--- src/rtl/mmc1_cfg_sequencer.sv ---
// mmc1_cfg_sequencer: plays one MMC1 register request onto the cartridge CPU bus
// as five LSB-first serial writes (or a single D7 reset write), with idle CPU
// cycles between writes so the mapper never sees back-to-back writes.
module mmc1_cfg_sequencer #(
    parameter int unsigned M2_DIV     = 2,
    parameter int unsigned GAP_CYCLES = 1
) (
    input  logic       CLK,
    input  logic       RST,
    input  logic       REQ_VALID,
    output logic       REQ_READY,
    input  logic [1:0] REQ_REG,
    input  logic [4:0] REQ_DATA,
    input  logic       REQ_RESET,
    output logic       DONE,
    output logic       BUSY,
    output logic       CPU_M2,
    output logic       nCPU_ROMSEL,
    output logic       nCPU_RW,
    output logic       CPU_A14,
    output logic       CPU_A13,
    output logic       CPU_D0,
    output logic       CPU_D7
);

    localparam int unsigned PH_MAX = 2 * M2_DIV - 1;
    localparam int unsigned PH_W   = (PH_MAX > 0) ? $clog2(PH_MAX + 1) : 1;
    localparam int unsigned GAP_W  = $clog2(GAP_CYCLES + 1);

    typedef enum logic [2:0] {StIdle, StWait, StWrite, StGap, StFin} state_e;

    state_e             state_q, state_d;
    logic [PH_W-1:0]    ph_q, ph_d;
    logic [2:0]         bi_q, bi_d;
    logic [GAP_W-1:0]   gap_q, gap_d;
    logic [1:0]         reg_q, reg_d;
    logic [4:0]         data_q, data_d;
    logic               rst_req_q, rst_req_d;

    // Registered bus/handshake outputs, computed from next state and next phase
    logic ready_q, ready_d, busy_q, busy_d, done_q, done_d;
    logic m2_q, m2_d, romsel_n_q, romsel_n_d, rw_n_q, rw_n_d, d0_q, d0_d, d7_q, d7_d;

    logic boundary;
    logic accept;
    logic wr_d;

    // Next-state logic: phase counter, request FSM and next values of every output
    always_comb begin
        boundary  = (ph_q == PH_W'(PH_MAX));  // next PH is 0: CPU cycle boundary
        ph_d      = boundary ? '0 : ph_q + PH_W'(1);
        accept    = REQ_VALID & ready_q;
        state_d   = state_q;
        bi_d      = bi_q;
        gap_d     = gap_q;
        reg_d     = reg_q;
        data_d    = data_q;
        rst_req_d = rst_req_q;

        unique case (state_q)
            StIdle, StFin: begin
                state_d = StIdle;
                if (accept) begin
                    reg_d     = REQ_REG;
                    data_d    = REQ_DATA;
                    rst_req_d = REQ_RESET;
                    bi_d      = 3'd0;
                    state_d   = StWait;
                end
            end
            StWait: begin
                if (boundary) state_d = StWrite;
            end
            StWrite: begin
                if (boundary) begin
                    if (rst_req_q || bi_q == 3'd4) begin
                        state_d = StFin;
                    end else begin
                        bi_d    = bi_q + 3'd1;
                        gap_d   = GAP_W'(GAP_CYCLES - 1);
                        state_d = StGap;
                    end
                end
            end
            StGap: begin
                if (boundary) begin
                    if (gap_q == '0) state_d = StWrite;
                    else             gap_d   = gap_q - GAP_W'(1);
                end
            end
            default: state_d = StIdle;
        endcase

        wr_d       = (state_d == StWrite);
        m2_d       = (ph_d >= PH_W'(M2_DIV));
        // ROMSEL shares the M2 edges exactly because both come from ph_d
        romsel_n_d = ~(wr_d & m2_d);
        rw_n_d     = ~wr_d;
        d0_d       = wr_d & ~rst_req_d & data_d[bi_d];
        d7_d       = wr_d & rst_req_d;
        ready_d    = (state_d == StIdle) || (state_d == StFin);
        busy_d     = (state_d == StWait) || (state_d == StWrite) || (state_d == StGap);
        done_d     = (state_d == StFin);
    end

    // State and output registers with synchronous reset
    always_ff @(posedge CLK) begin
        if (RST) begin
            state_q    <= StIdle;
            ph_q       <= '0;
            bi_q       <= 3'd0;
            gap_q      <= '0;
            reg_q      <= 2'b00;
            data_q     <= 5'd0;
            rst_req_q  <= 1'b0;
            ready_q    <= 1'b0;
            busy_q     <= 1'b0;
            done_q     <= 1'b0;
            m2_q       <= 1'b0;
            romsel_n_q <= 1'b1;
            rw_n_q     <= 1'b1;
            d0_q       <= 1'b0;
            d7_q       <= 1'b0;
        end else begin
            state_q    <= state_d;
            ph_q       <= ph_d;
            bi_q       <= bi_d;
            gap_q      <= gap_d;
            reg_q      <= reg_d;
            data_q     <= data_d;
            rst_req_q  <= rst_req_d;
            ready_q    <= ready_d;
            busy_q     <= busy_d;
            done_q     <= done_d;
            m2_q       <= m2_d;
            romsel_n_q <= romsel_n_d;
            rw_n_q     <= rw_n_d;
            d0_q       <= d0_d;
            d7_q       <= d7_d;
        end
    end

    assign REQ_READY   = ready_q;
    assign BUSY        = busy_q;
    assign DONE        = done_q;
    assign CPU_M2      = m2_q;
    assign nCPU_ROMSEL = romsel_n_q;
    assign nCPU_RW     = rw_n_q;
    assign CPU_A14     = reg_q[1];
    assign CPU_A13     = reg_q[0];
    assign CPU_D0      = d0_q;
    assign CPU_D7      = d7_q;

endmodule

--- config.mk ---
export PLATFORM = sky130hd
export DESIGN_NAME = mmc1_cfg_sequencer
export DESIGN_NICKNAME = d
export VERILOG_FILES = /design/src/rtl/mmc1_cfg_sequencer.sv
export SDC_FILE = /design/constraint.sdc
export NUM_CORES = 1
export LEC_CHECK = 0
export CAP_MARGIN = 5
export CORE_MARGIN = 10
export CORE_UTILIZATION = 53
export CTS_BUF_LIST = sky130_fd_sc_hd__clkbuf_8 sky130_fd_sc_hd__clkbuf_16
export DETAILED_ROUTE_END_ITERATION = 8
export PLACE_DENSITY_LB_ADDON = 0.15
export RECOVER_POWER = 50
export SETUP_SLACK_MARGIN = 0.2
export SKIP_CTS_REPAIR_TIMING = 1
export SYNTH_ARGS = -nofsm -noshare
export SYNTH_HDL_FRONTEND = slang
export SYNTH_SLANG_ARGS = --single-unit
--- constraint.sdc ---
create_clock -name CLK -period 3.35 [get_ports CLK]
set_input_delay 0.5025 -clock CLK [delete_from_list [all_inputs] [get_ports CLK]]
set_output_delay 0.5025 -clock CLK [all_outputs]
set_load 0.05 [all_outputs]
; After elaboration in Yosys (flattened, before gate mapping)
; Cells that the tools add are included.
[totals]
register_bits = 25
elab_cells = 74
input_bits = 11
output_inout_bits = 10
[classes]
bitwise_logic = 8
n_eq_ne = 13
n_lt_le_gt_ge = 2
addsub = 3
reduce_logical = 10
muxes = 23
[op_table]
columns = cell, n
row1 = two-way mux 3 bit, 8
row2 = == test 3 x 2 -> 1 bit (second input constant), 4
row3 = case mux 3 bit (4 select lines), 1
row4 = two-way mux 5 bit, 2
row5 = == test 3 bit (second input constant), 3
row6 = two-way mux 1 bit, 8
row7 = == test 3 x 1 -> 1 bit (second input constant), 2
row8 = logical NOT 3 bit, 2
row9 = inequality test 2 bit (second input constant), 3
row10 = case mux 3 bit (2 select lines), 1
row11 = AND 1 bit, 5
row12 = logical OR 1 bit, 4
row13 = < comparator 3 x 4 -> 1 bit (second input constant), 1
row14 = AND reduction 4 bit, 1
row15 = adder 3 x 1 -> 3 bit (second input constant), 1
row16 = binary-select mux 1 bit (select 3 bit), 1
row17 = inverter 1 bit, 3
row18 = adder 2 x 1 -> 2 bit (second input constant), 1
row19 = == test 2 bit (second input constant), 1
row20 = greater-or-equal comparator 2 bit (second input constant), 1
row21 = two-way mux 2 bit, 1
row22 = case mux 1 bit (2 select lines), 1
row23 = AND reduction 2 bit, 1
row24 = nonzero test 2 bit, 1
row25 = other kinds (2), 2

; Longest topological paths before layout
; Gate-level depths: netlist of run 1.
[logic_depth]
depth_word = 8
ltp_mapped = 7
mapped_depth_nobuf = 7

; Worst setup path before layout of run 1
; Ideal clock, no wire load.
[synth_path]
path_type = register to register
start = register ph_q[1]
end = register d0_q, in the netlist CPU_D0
n_path_buf = 1
t_required_ps = 3276
setup_time_ps = 74
period_less_slack_ps = 2034
arrival_time_ps = 1960
setup_slack_ps = 1316
stages_incl_launch_ff = 8
path_cell_list = dfxtp_1 -> ha_1 -> and4bb_1 -> buf_6 -> and3_1 -> a31oi_2 -> or3_1 -> a31oi_1
[synth_between]
elab_chain_cells = 6
word_cells_on_any_way = 12
cone_classes = 2 x eq/ne / 8 x mux / 2 x bitwise
[synth_lines]
columns = element, line
row1 = "start, declared", 33  ; logic [PH_W-1:0] ph_q, ph_d;
row2 = "start signal, assigned", 126  ; ph_q <= ph_d;
row3 = == test 2 bit *, 50  ; boundary = (ph_q == PH_W'(PH_MAX));
row4 = two-way mux 3 bit (on tied branches), "75, 72, 86"
row5 = case mux 3 bit (2 select lines) or case mux 3 bit (4 select lines) (tied branches), 60  ; unique case (state_q)
row6 = binary-select mux 1 bit (select 3 bit) or == test 3 x 2 -> 1 bit (tied branches), "99, 94"
row7 = two-way mux 1 bit (implied by the code) or AND 1 bit (tied branches), 99  ; d0_d = wr_d & ~rst_req_d & data_d[bi_d];
row8 = AND 1 bit *, 99
row9 = "end signal, assigned", 122  ; d0_q <= 1'b0;
row10 = "end signal, assigned", 138  ; d0_q <= d0_d;
row11 = "end, declared", 42  ; logic m2_q, m2_d, romsel_n_q, romsel_n_d, rw_n_q, rw_n_d, d0_q, d0_d, d7_q, d7_d;
; Every way passes the cells marked *; elsewhere a longest branch is shown, timed or not. The select of a mux whose other input is x is not followed.
; A chain may end at the register's enable or synchronous reset.

; Final worst setup path of run 1
[layout_path]
start = register bi_q[0]
end = register d0_q, in the netlist CPU_D0
[layout_between]
elab_chain_cells = 8
word_cells_on_any_way = 15
cone_classes = 1 x add/sub / 2 x eq/ne / 9 x mux / 2 x bitwise / 1 x reduce/logical
[layout_lines]
columns = element, line
row1 = "start, declared", 34  ; logic [2:0] bi_q, bi_d;
row2 = "start signal, assigned", 127  ; bi_q <= bi_d;
row3 = branches (longest 7 deep; another with adder 3 x 1 -> 3 bit), n/a
row4 = AND 1 bit *, 99
; Every way passes the cells marked *. The select of a mux whose other input is x is not followed.

==> run metrics, run 1 <==
detailed-route via count 891; highest signal layer in the routed design met4; Pre-Repair DR Iteration Count 4; leading cell type in the layout, fill and taps excluded dfxtp_1; dpl hpwl 1601 um; pwr/cell area 450.5 mW/mm2; first-pass GRT wire length 3684 um; clock buffer count from CTS 3; Hold Vio Cnt, Final 0; synthesis-to-finish area growth 22.68%; Remaining Overflow, GRT 0; Layout Skew 0.005160 ns; aggregate routed wire length 2189 um; result of the run finished, final reports clean; kind of start point of the critical path flop; type of the setup path with the least slack flop to flop; GRT Total Usage 0.1060; unrepaired setup endpoints after global routing no; die area 0.004127 mm2; Cell Chain, Critical Path inv_1 -> ha_1 -> a21oi_1 -> and3_1 -> a31oi_2 -> or3_1 -> a31oi_1; clock buffer depth 2; detail-routed via count per cell 5.604; sequential share of the synthesized area 0.4439; endpoint arrival time on the critical path 2.68 ns; amount of wire on met2 after detailed routing 983 um; remaining max-slew budget at the tightest pin 0.4331; top library cells by usage in the layout, fill and taps aside dfxtp_1 (23), nand2_1 (18), clkdlybuf4s50_1 (14); TNS Setup 0 ns; Worst Path Buf+Inv 1; post-synth net total 130; Detail Route Antenna Nets 0; Final Slew Violations 0; Critical Path End Type flop; effective utilization at floorplan 0.5818; Rows 15; clock transition at the registers of the reported paths 0.08 ns; Yosys cell types 35; fill cell count 131; via count of the first global-routing pass 848; worst skew pair latency 0.26 ns; Synth Instances 116; initial antenna violation count 0; H-tree depth 1; peak supply drop 0.4016 mV; Die X 64.24 um; minimum period implied by the final worst setup slack 2.487 ns; number of maximum-capacitance violations 0; Die H 64.24 um; final weighted congestion of routability-driven global placement 0.8715; detailed-route wire length on metal 1 987 um; pin count of the biggest net entering global routing 20; Core Util, Final 0.7137; diodes inserted 0; top fanout value on the critical path 10; met3 WL 205 um; yosys warns 0; synthesized area per cell 8.942 um2; I/O pin total 21; required time of the worst setup path 3.54 ns; number of non-filler instances in the completed layout 159; Max stage delay cell, worst path a21oi_1; clock tree root buffer cell clkbuf_8; class of the most critical hold timing path flop to flop; family with the most delay on the worst path compound AO/OA/AOI/OAI gates; highest attainable clock frequency 402.2 MHz; final hold slack 0.4244 ns; dpl cells 155; leakage dissipation 0.4599 nW; I/O Buffers 20; post-DR wirelength/cell 13.77 um; post-synth design cell area 0.001037 mm2; post-detailed-route DRC marker count 0; final worst path period share 0.7422; actual transition at the worst max-transition pin 0.8504 ns; Nets 149; Max stage delay on crit path 0.69 ns; number of synthesized register bits 23; total power 0.0005733 W; number of DRC violations after detailed-routing iteration 0 24; clk sinks 23; proportion of layout cells with a drive suffix above 1 0.05970; Final setup viols 0; placeable core region 0.001783 mm2; CTS tree yes
-- stage by stage --
| step | setup WS [ns] | area, um2 |
|---|---|---|
| 2_1_floorplan | 1.316 | 1037 |
| 3_3_place_gp | 0.9530 | 1231 |
| 3_5_place_dp | 0.8767 | 1231 |
| 4_1_cts | 1.137 | 1276 |
| 5_1_grt | 0.6497 | 1272 |
| 6_report | 0.8635 | 1272 |
-- cell usage after synthesis, drive strengths merged --
library cell	n	share of area
a21o	1	0.0072
nand4b	1	0.0084
o22a	1	0.0084
nor2b	4	0.024
o221ai	1	0.0084
nand3	7	0.039
o31a	1	0.0084
o21ai	4	0.019
inv	3	0.011
a31oi	2	0.018
o2111ai	3	0.025
dfxtp	23	0.44
xnor2	1	0.0084
buf	2	0.022
a21oi	11	0.057
and2	1	0.0060
mux2i	2	0.019
nor2	8	0.029
and4bb	2	0.024
mux2	1	0.011
a211oi	2	0.019
nor3	3	0.014
clkbuf	4	0.014
o211ai	1	0.0072
and3	1	0.0060
nand2	20	0.077
ha	3	0.036
nand4bb	2	0.022
or3	1	0.0060
-- path summary, 6_finish.rpt --
kind              slack (ns)                  to  depth (start not counted)          startpoint
setup / recovery        0.86   CPU_D0$_SDFF_PP0_                          7  bi_q[0]$_SDFF_PP0_
hold / removal          0.42  ph_q[0]$_SDFF_PP0_                          1  ph_q[0]$_SDFF_PP0_
setup reg to reg        0.86   CPU_D0$_SDFF_PP0_                          7  bi_q[0]$_SDFF_PP0_
hold reg to reg         0.42  ph_q[0]$_SDFF_PP0_                          1  ph_q[0]$_SDFF_PP0_
-- state kept, by name (all words and copies together), names as in the netlist --
signal,flops
data_q,5
bi_q,3
state_q,3
ph_q,2
reg_q,2
BUSY,1
CPU_D0,1
CPU_D7,1
DONE,1
REQ_READY,1
nCPU_ROMSEL,1
nCPU_RW,1
rst_req_q,1
-- cells by family (layout without fill, tap and decap cells) --
kind of cell             Yosys count  after routing  synth area share
AO/OA/AOI/OAI                     27             27            0.1785
adder cells (fa/ha/maj)            3              3           0.03619
multiplexers                       3              3           0.03016
XOR/XNOR                           1              1          0.008445
buffers and inverters              9             27           0.04704
flip-flops                        23             23            0.4439
AND/OR/NAND/NOR                   50             50            0.2557
-- power by group --
group          internal [W]  total (W)  leakage (nW)  switching, W
clock             0.0000816   0.000167        0.0269     0.0000849
combinational     0.0000428   0.000108         0.246     0.0000650
sequential         0.000288   0.000299         0.187     0.0000105
-- final cells by class --
class / instances / area (um2) / share of cell area
Clock inverter: 1 / 3.754 / 0.002950
Clock buffer: 3 / 41.29 / 0.03245
Multi-Input combinational cell: 84 / 524.3 / 0.4120
Inverter: 3 / 11.26 / 0.008850
Tap cell: 25 / 31.28 / 0.02458
Sequential cell: 23 / 460.4 / 0.3618
Timing Repair Buffer: 20 / 200.2 / 0.1573
-- per-layer routing --
layer  GRT usage  vias to the layer above
met5           0                        -
met4     0.03476                        0
met3     0.04355                        2
met2      0.1601                       32
met1      0.1329                      410
li1            -                      447
-- worst reg2reg max path, cell delays in order, from the launching register on --
cell,delay (ns)
dfxtp_1,0.43
inv_1,0.17
ha_1,0.24
a21oi_1,0.69
and3_1,0.29
a31oi_2,0.06
or3_1,0.41
a31oi_1,0.13
Power figures use the tool's default switching activity.
==> run 2: changes to the inputs <==
- CORE_UTILIZATION: 53 -> 44
- clock period: 3.35 -> 2 ns (I/O delays scaled with it)
==> run 2 against run 1 <==
  * Sequential cell count unchanged
  * Wire length up 11%
  * Critical path depth unchanged
  * Sequential share of layout area down 3.1 points
  * Global-route usage up 0.076 points
  * Sequential power up 69%
==> run metrics, run 2 (synthesized netlist as in run 1, its figures left out) <==
first-pass GRT wire length 3905 um; met3 capacity usage during global routing 0.03865; actual transition at the worst max-transition pin 0.5063 ns; met1 track demand over resource 0.1311; CTS tree yes; worst hold path depth 1; Detail Route Antenna Nets 0; total power 0.0009901 W; GRT Total Usage 0.1068; leading cell type in the layout, fill and taps excluded dfxtp_1; register with the most flip-flops data_q; Pre-Repair DR Iteration Count 4; die area 0.004699 mm2; dpl hpwl 1865 um; Final setup viols 0; depth of the most critical reg-to-reg path 8; Reg2Reg Setup Slack 0.26 ns; I/O pin total 21; placeable core region 0.002233 mm2; fill cell count 214; synthesis-to-finish area growth 35.71%; destination of the worst register-to-register timing path CPU_D0$_SDFF_PP0_; Hold Startpoint ph_q[0]$_SDFF_PP0_; remaining max-slew budget at the tightest pin 0.6614; Hold EP ph_q[0]$_SDFF_PP0_; Die H 68.55 um; required time of the worst setup path 2.19 ns; global-route layer with the greatest usage met2; post-detailed-route DRC marker count 0; number of maximum-capacitance violations 0; Worst R2R Start bi_q[0]$_SDFF_PP0_; clk sinks 23; result of the run finished, final reports clean; clock buffer depth 2; top fanout value on the critical path 16; met2 Track Usage GR 0.1717; clock tree root buffer cell clkbuf_8; flip-flop count of the largest register after layout 5; worst skew pair latency 0.26 ns; diodes inserted 0; class of the most critical hold timing path flop to flop; via count of the first global-routing pass 898; final weighted congestion of routability-driven global placement 0.8688; H-tree depth 1; pin count of the biggest net entering global routing 17; Hold Vio Cnt, Final 0; clock buffer count from CTS 3; detailed-route via count 937; largest registers ranked by flip-flop count data_q: 5 flops, bi_q: 3 flops, state_q: 3 flops; Critical Path End Type flop; Rows 17; leakage dissipation 0.5070 nW; endpoint arrival time on the critical path 1.96 ns; Die X 68.55 um; peak supply drop 0.5962 mV; Remaining Overflow, GRT 0; highest attainable clock frequency 565.9 MHz; Nets 163; proportion of layout cells with a drive suffix above 1 0.1757; number of DRC violations after detailed-routing iteration 0 29; final worst path period share 0.8836; initial antenna violation count 0; I/O Buffers 20; unrepaired setup endpoints after global routing yes; minimum period implied by the final worst setup slack 1.767 ns; kind of start point of the critical path input port; clock transition at the registers of the reported paths 0.08 ns; detail-routed via count per cell 5.324; Final Slew Violations 0; type of the setup path with the least slack input port to flop; pwr/cell area 703.4 mW/mm2; effective utilization at floorplan 0.4644; post-DR wirelength/cell 13.81 um; top library cells by usage in the layout, fill and taps aside dfxtp_1 (21), nand2_1 (18), clkdlybuf4s50_1 (18); TNS Setup 0 ns; aggregate routed wire length 2431 um; Layout Skew 0.001679 ns
-- run 2: cell count changes in the layout (fill, tap and decap cells not counted), moves of 2 or more --
cell / before / now
buf_4: 0 / 9
clkbuf_1: 0 / 4
clkdlybuf4s50_1: 14 / 18
dlygate4sd3_1: 6 / 2
dfxtp_1: 23 / 21
-- run 2: metrics by stage --
stage                     setup slack, ns  instances  hold WS (ns)  area, um2    util
after floorplan                    0.2085        116        0.4017       1049       -
after global placement             0.2198        169        0.4153       1329  0.5950
after detailed placement           0.1798        169        0.4257       1329  0.5950
after CTS                          0.1938        173        0.4375       1375  0.6157
after global routing               0.1151        176        0.4514       1408  0.6303
final                              0.2328        176        0.4335       1408  0.6303
-- run 2: how the worst max path moves through the flow --
stage	from	endpoint	slack [ns]	cells past startpoint
final	REQ_VALID	CPU_D0$_SDFF_PP0_	0.23	7
after global routing	REQ_VALID	CPU_D0$_SDFF_PP0_	0.12	7
after CTS	ph_q[1]$_SDFF_PP0_	CPU_D0$_SDFF_PP0_	0.19	6
after detailed placement	REQ_VALID	CPU_D0$_SDFF_PP0_	0.18	7
after global placement	REQ_VALID	CPU_D0$_SDFF_PP0_	0.22	7
after floorplan	bi_q[0]$_SDFF_PP0_	CPU_D0$_SDFF_PP0_	0.21	7
-- run 2: worst max-delay path: stages --
cell           delay, ns
dlygate4sd3_1       0.55
nand4bb_1           0.10
clkbuf_2            0.27
nand2_1             0.15
mux2i_1             0.10
or3_1               0.36
a31oi_1             0.12
-- run 2: cell type report --
type | instances | area, um2 | area share
clock buffer | 3 | 41.29 | 0.02933
clock inverter | 1 | 5.005 | 0.003556
inverter | 3 | 11.26 | 0.008000
multi-input combinational | 84 | 561.8 | 0.3991
sequential | 23 | 465.4 | 0.3307
tap | 28 | 35.03 | 0.02489
timing repair buffer | 34 | 287.8 | 0.2044
-- run 2: power by group --
group	switching, W	total [W]	internal (W)	leakage [nW]
sequential	0.0000198	0.000504	0.000484	0.188
combinational	0.000117	0.000205	0.0000881	0.293
clock	0.000142	0.000281	0.000139	0.0255
-- run 2: routing by layer --
layer,vias up,part of all wire
li1,472,-
met1,445,0.46
met2,18,0.48
met3,2,0.063
met4,0,0.0041
met5,-,0
==> run 3: changes to the inputs <==
- PLACE_DENSITY: unset -> 0.73
- PLACE_DENSITY_LB_ADDON: 0.15 -> unset
==> run 3 against run 2 <==
  * Clock skew shrank 0.00087 ns
  * Core utilization grew 1.2 points
  * Sequential share of layout area decreased by 0.29 points
  * Final area increased by 2.0%
  * Via count up 4.2%
  * Power grew 0.70%
  * Critical path depth down 1
  * Count of clock-buffer cells in the layout is the same
  * Sequential power about the same
  * Combinational power about the same
  * Non-clock buffer count stayed put
  * Register-to-register slack worse by 0.02 ns
  * Largest power group unchanged
==> run metrics, run 3 (synthesized netlist as in run 1, its figures left out) <==
result of the run finished, final reports clean; flip-flop count of the largest register after layout 5; Max stage delay on crit path 0.49 ns; pwr/cell area 694.7 mW/mm2; effective utilization at floorplan 0.4644; Hold Vio Cnt, Final 0; class of the most critical hold timing path flop to flop; total power 0.0009971 W; Cell Chain, Critical Path clkdlybuf4s50_1 -> nand4bb_1 -> o2111ai_1 -> nand2_2 -> or3_1 -> a31oi_1; Final setup viols 0; clock tree root buffer cell clkbuf_8; power share of the combinational group 0.208; DP Worst Slack 0.0003937 ns; pin count of the biggest net entering global routing 13; first-pass GRT wire length 4077 um; Layout Skew 0.0008087 ns; power spent charging and discharging nets 0.0002874 W; Critical Path End Type flop; clk sinks 23; type of the setup path with the least slack input port to flop; number of DRC violations after detailed-routing iteration 0 54; endpoint arrival time on the critical path 1.97 ns; via count of the first global-routing pass 904; peak supply drop 0.4810 mV; H-tree depth 1; Rows 17; Flop pwr share 0.505; post-detailed-route DRC marker count 0; Remaining Overflow, GRT 0; TNS Setup 0 ns; clock buffer count from CTS 3; top library cells by usage in the layout, fill and taps aside dfxtp_1 (19), clkdlybuf4s50_1 (19), nand2_1 (18); highest attainable clock frequency 562.8 MHz; detail-routed via count per cell 5.545; I/O pin total 21; clock transition at the registers of the reported paths 0.08 ns; synthesis-to-finish area growth 38.36%; actual transition at the worst max-transition pin 0.5130 ns; diodes inserted 0; remaining max-slew budget at the tightest pin 0.6569; minimum period implied by the final worst setup slack 1.777 ns; Nets 163; Pre-Repair DR Iteration Count 4; proportion of layout cells with a drive suffix above 1 0.2095; top fanout value on the critical path 7; placeable core region 0.002233 mm2; sw frac 0.2882; worst skew pair latency 0.26 ns; kind of start point of the critical path input port; leakage dissipation 0.5130 nW; CTS tree yes; aggregate routed wire length 2632 um; Die X 68.55 um; Core Util, Final 0.6426; Detail Route Antenna Nets 0; dpl hpwl 1849 um; final weighted congestion of routability-driven global placement 0.8259; register with the most flip-flops data_q; Max stage delay cell, worst path clkdlybuf4s50_1; largest registers ranked by flip-flop count data_q: 5 flops, bi_q: 3 flops, state_q: 3 flops; GRT Total Usage 0.1112; die area 0.004699 mm2; unrepaired setup endpoints after global routing yes; final instance area 0.001435 mm2; required time of the worst setup path 2.19 ns; crit path setup slack, layout 0.2231 ns; internal power 0.0007097 W; Clk network pwr share 0.287; Die H 68.55 um; I/O Buffers 20; number of maximum-capacitance violations 0; post-DR wirelength/cell 14.95 um; Final Slew Violations 0; final worst path period share 0.8884; initial antenna violation count 0; clock buffer depth 2; Placed Instance Area 0.001314 mm2; detailed-route via count 976
## run 3: changes by cell type in the layout (fill, tap and decap cells not counted), sizes merged
cell	change
buf	+3
clkbuf	-3
clkdlybuf4s50	+1
clkinv	-1
dlygate4sd3	-1
inv	+1
## run 3: power groups by stage
stage | logic [W] | clock network (W) | registers, W
2_1_floorplan | 0.0000887 | 0 | 0.000552
3_3_place_gp | 0.000197 | 0 | 0.000513
3_5_place_dp | 0.000200 | 0 | 0.000514
4_1_cts | 0.000201 | 0.000283 | 0.000504
5_1_grt | 0.000223 | 0.000308 | 0.000507
6_report | 0.000207 | 0.000286 | 0.000504
## run 3: area by class of cell
| type | count | area, um2 |
|---|---|---|
| clock buffer | 3 | 41.29 |
| inverter | 3 | 11.26 |
| clock inverter | 1 | 3.754 |
| multi-input combinational | 84 | 575.6 |
| sequential | 23 | 470.5 |
| fill | 197 | 798.3 |
| timing repair buffer | 34 | 297.8 |
| tap | 28 | 35.03 |
## run 3: through the flow
stage	hold WS, ns	cells
final	0.4058	176
after global routing	0.4379	176
after CTS	0.4319	171
after detailed placement	0.4209	167
after global placement	0.4145	167
after floorplan	0.4017	116
## run 3: worst paths after layout
path,cells after the start,slack (ns),endpoint,from
setup / recovery,6,0.22,CPU_D0$_SDFF_PP0_,REQ_VALID
hold / removal,1,0.41,ph_q[0]$_SDFF_PP0_,ph_q[0]$_SDFF_PP0_
setup reg to reg,5,0.24,CPU_D0$_SDFF_PP0_,state_q[0]$_SDFF_PP0_
hold reg to reg,1,0.41,ph_q[0]$_SDFF_PP0_,ph_q[0]$_SDFF_PP0_
## run 3: metal layers
| metal | GRT usage | part of all wire |
|---|---|---|
| met1 | 0.1221 | 0.43 |
| met2 | 0.1832 | 0.49 |
| met3 | 0.04509 | 0.061 |
| met4 | 0.05276 | 0.014 |
| met5 | 0 | 0 |
## run 3: critical path, delay by kind of cell
| family | cells | cell delay, ns |
|---|---|---|
| buffers and inverters | 1 | 0.49 |
| AOI/OAI and AO/OA | 2 | 0.44 |
| and+or+nand+nor | 3 | 0.73 |
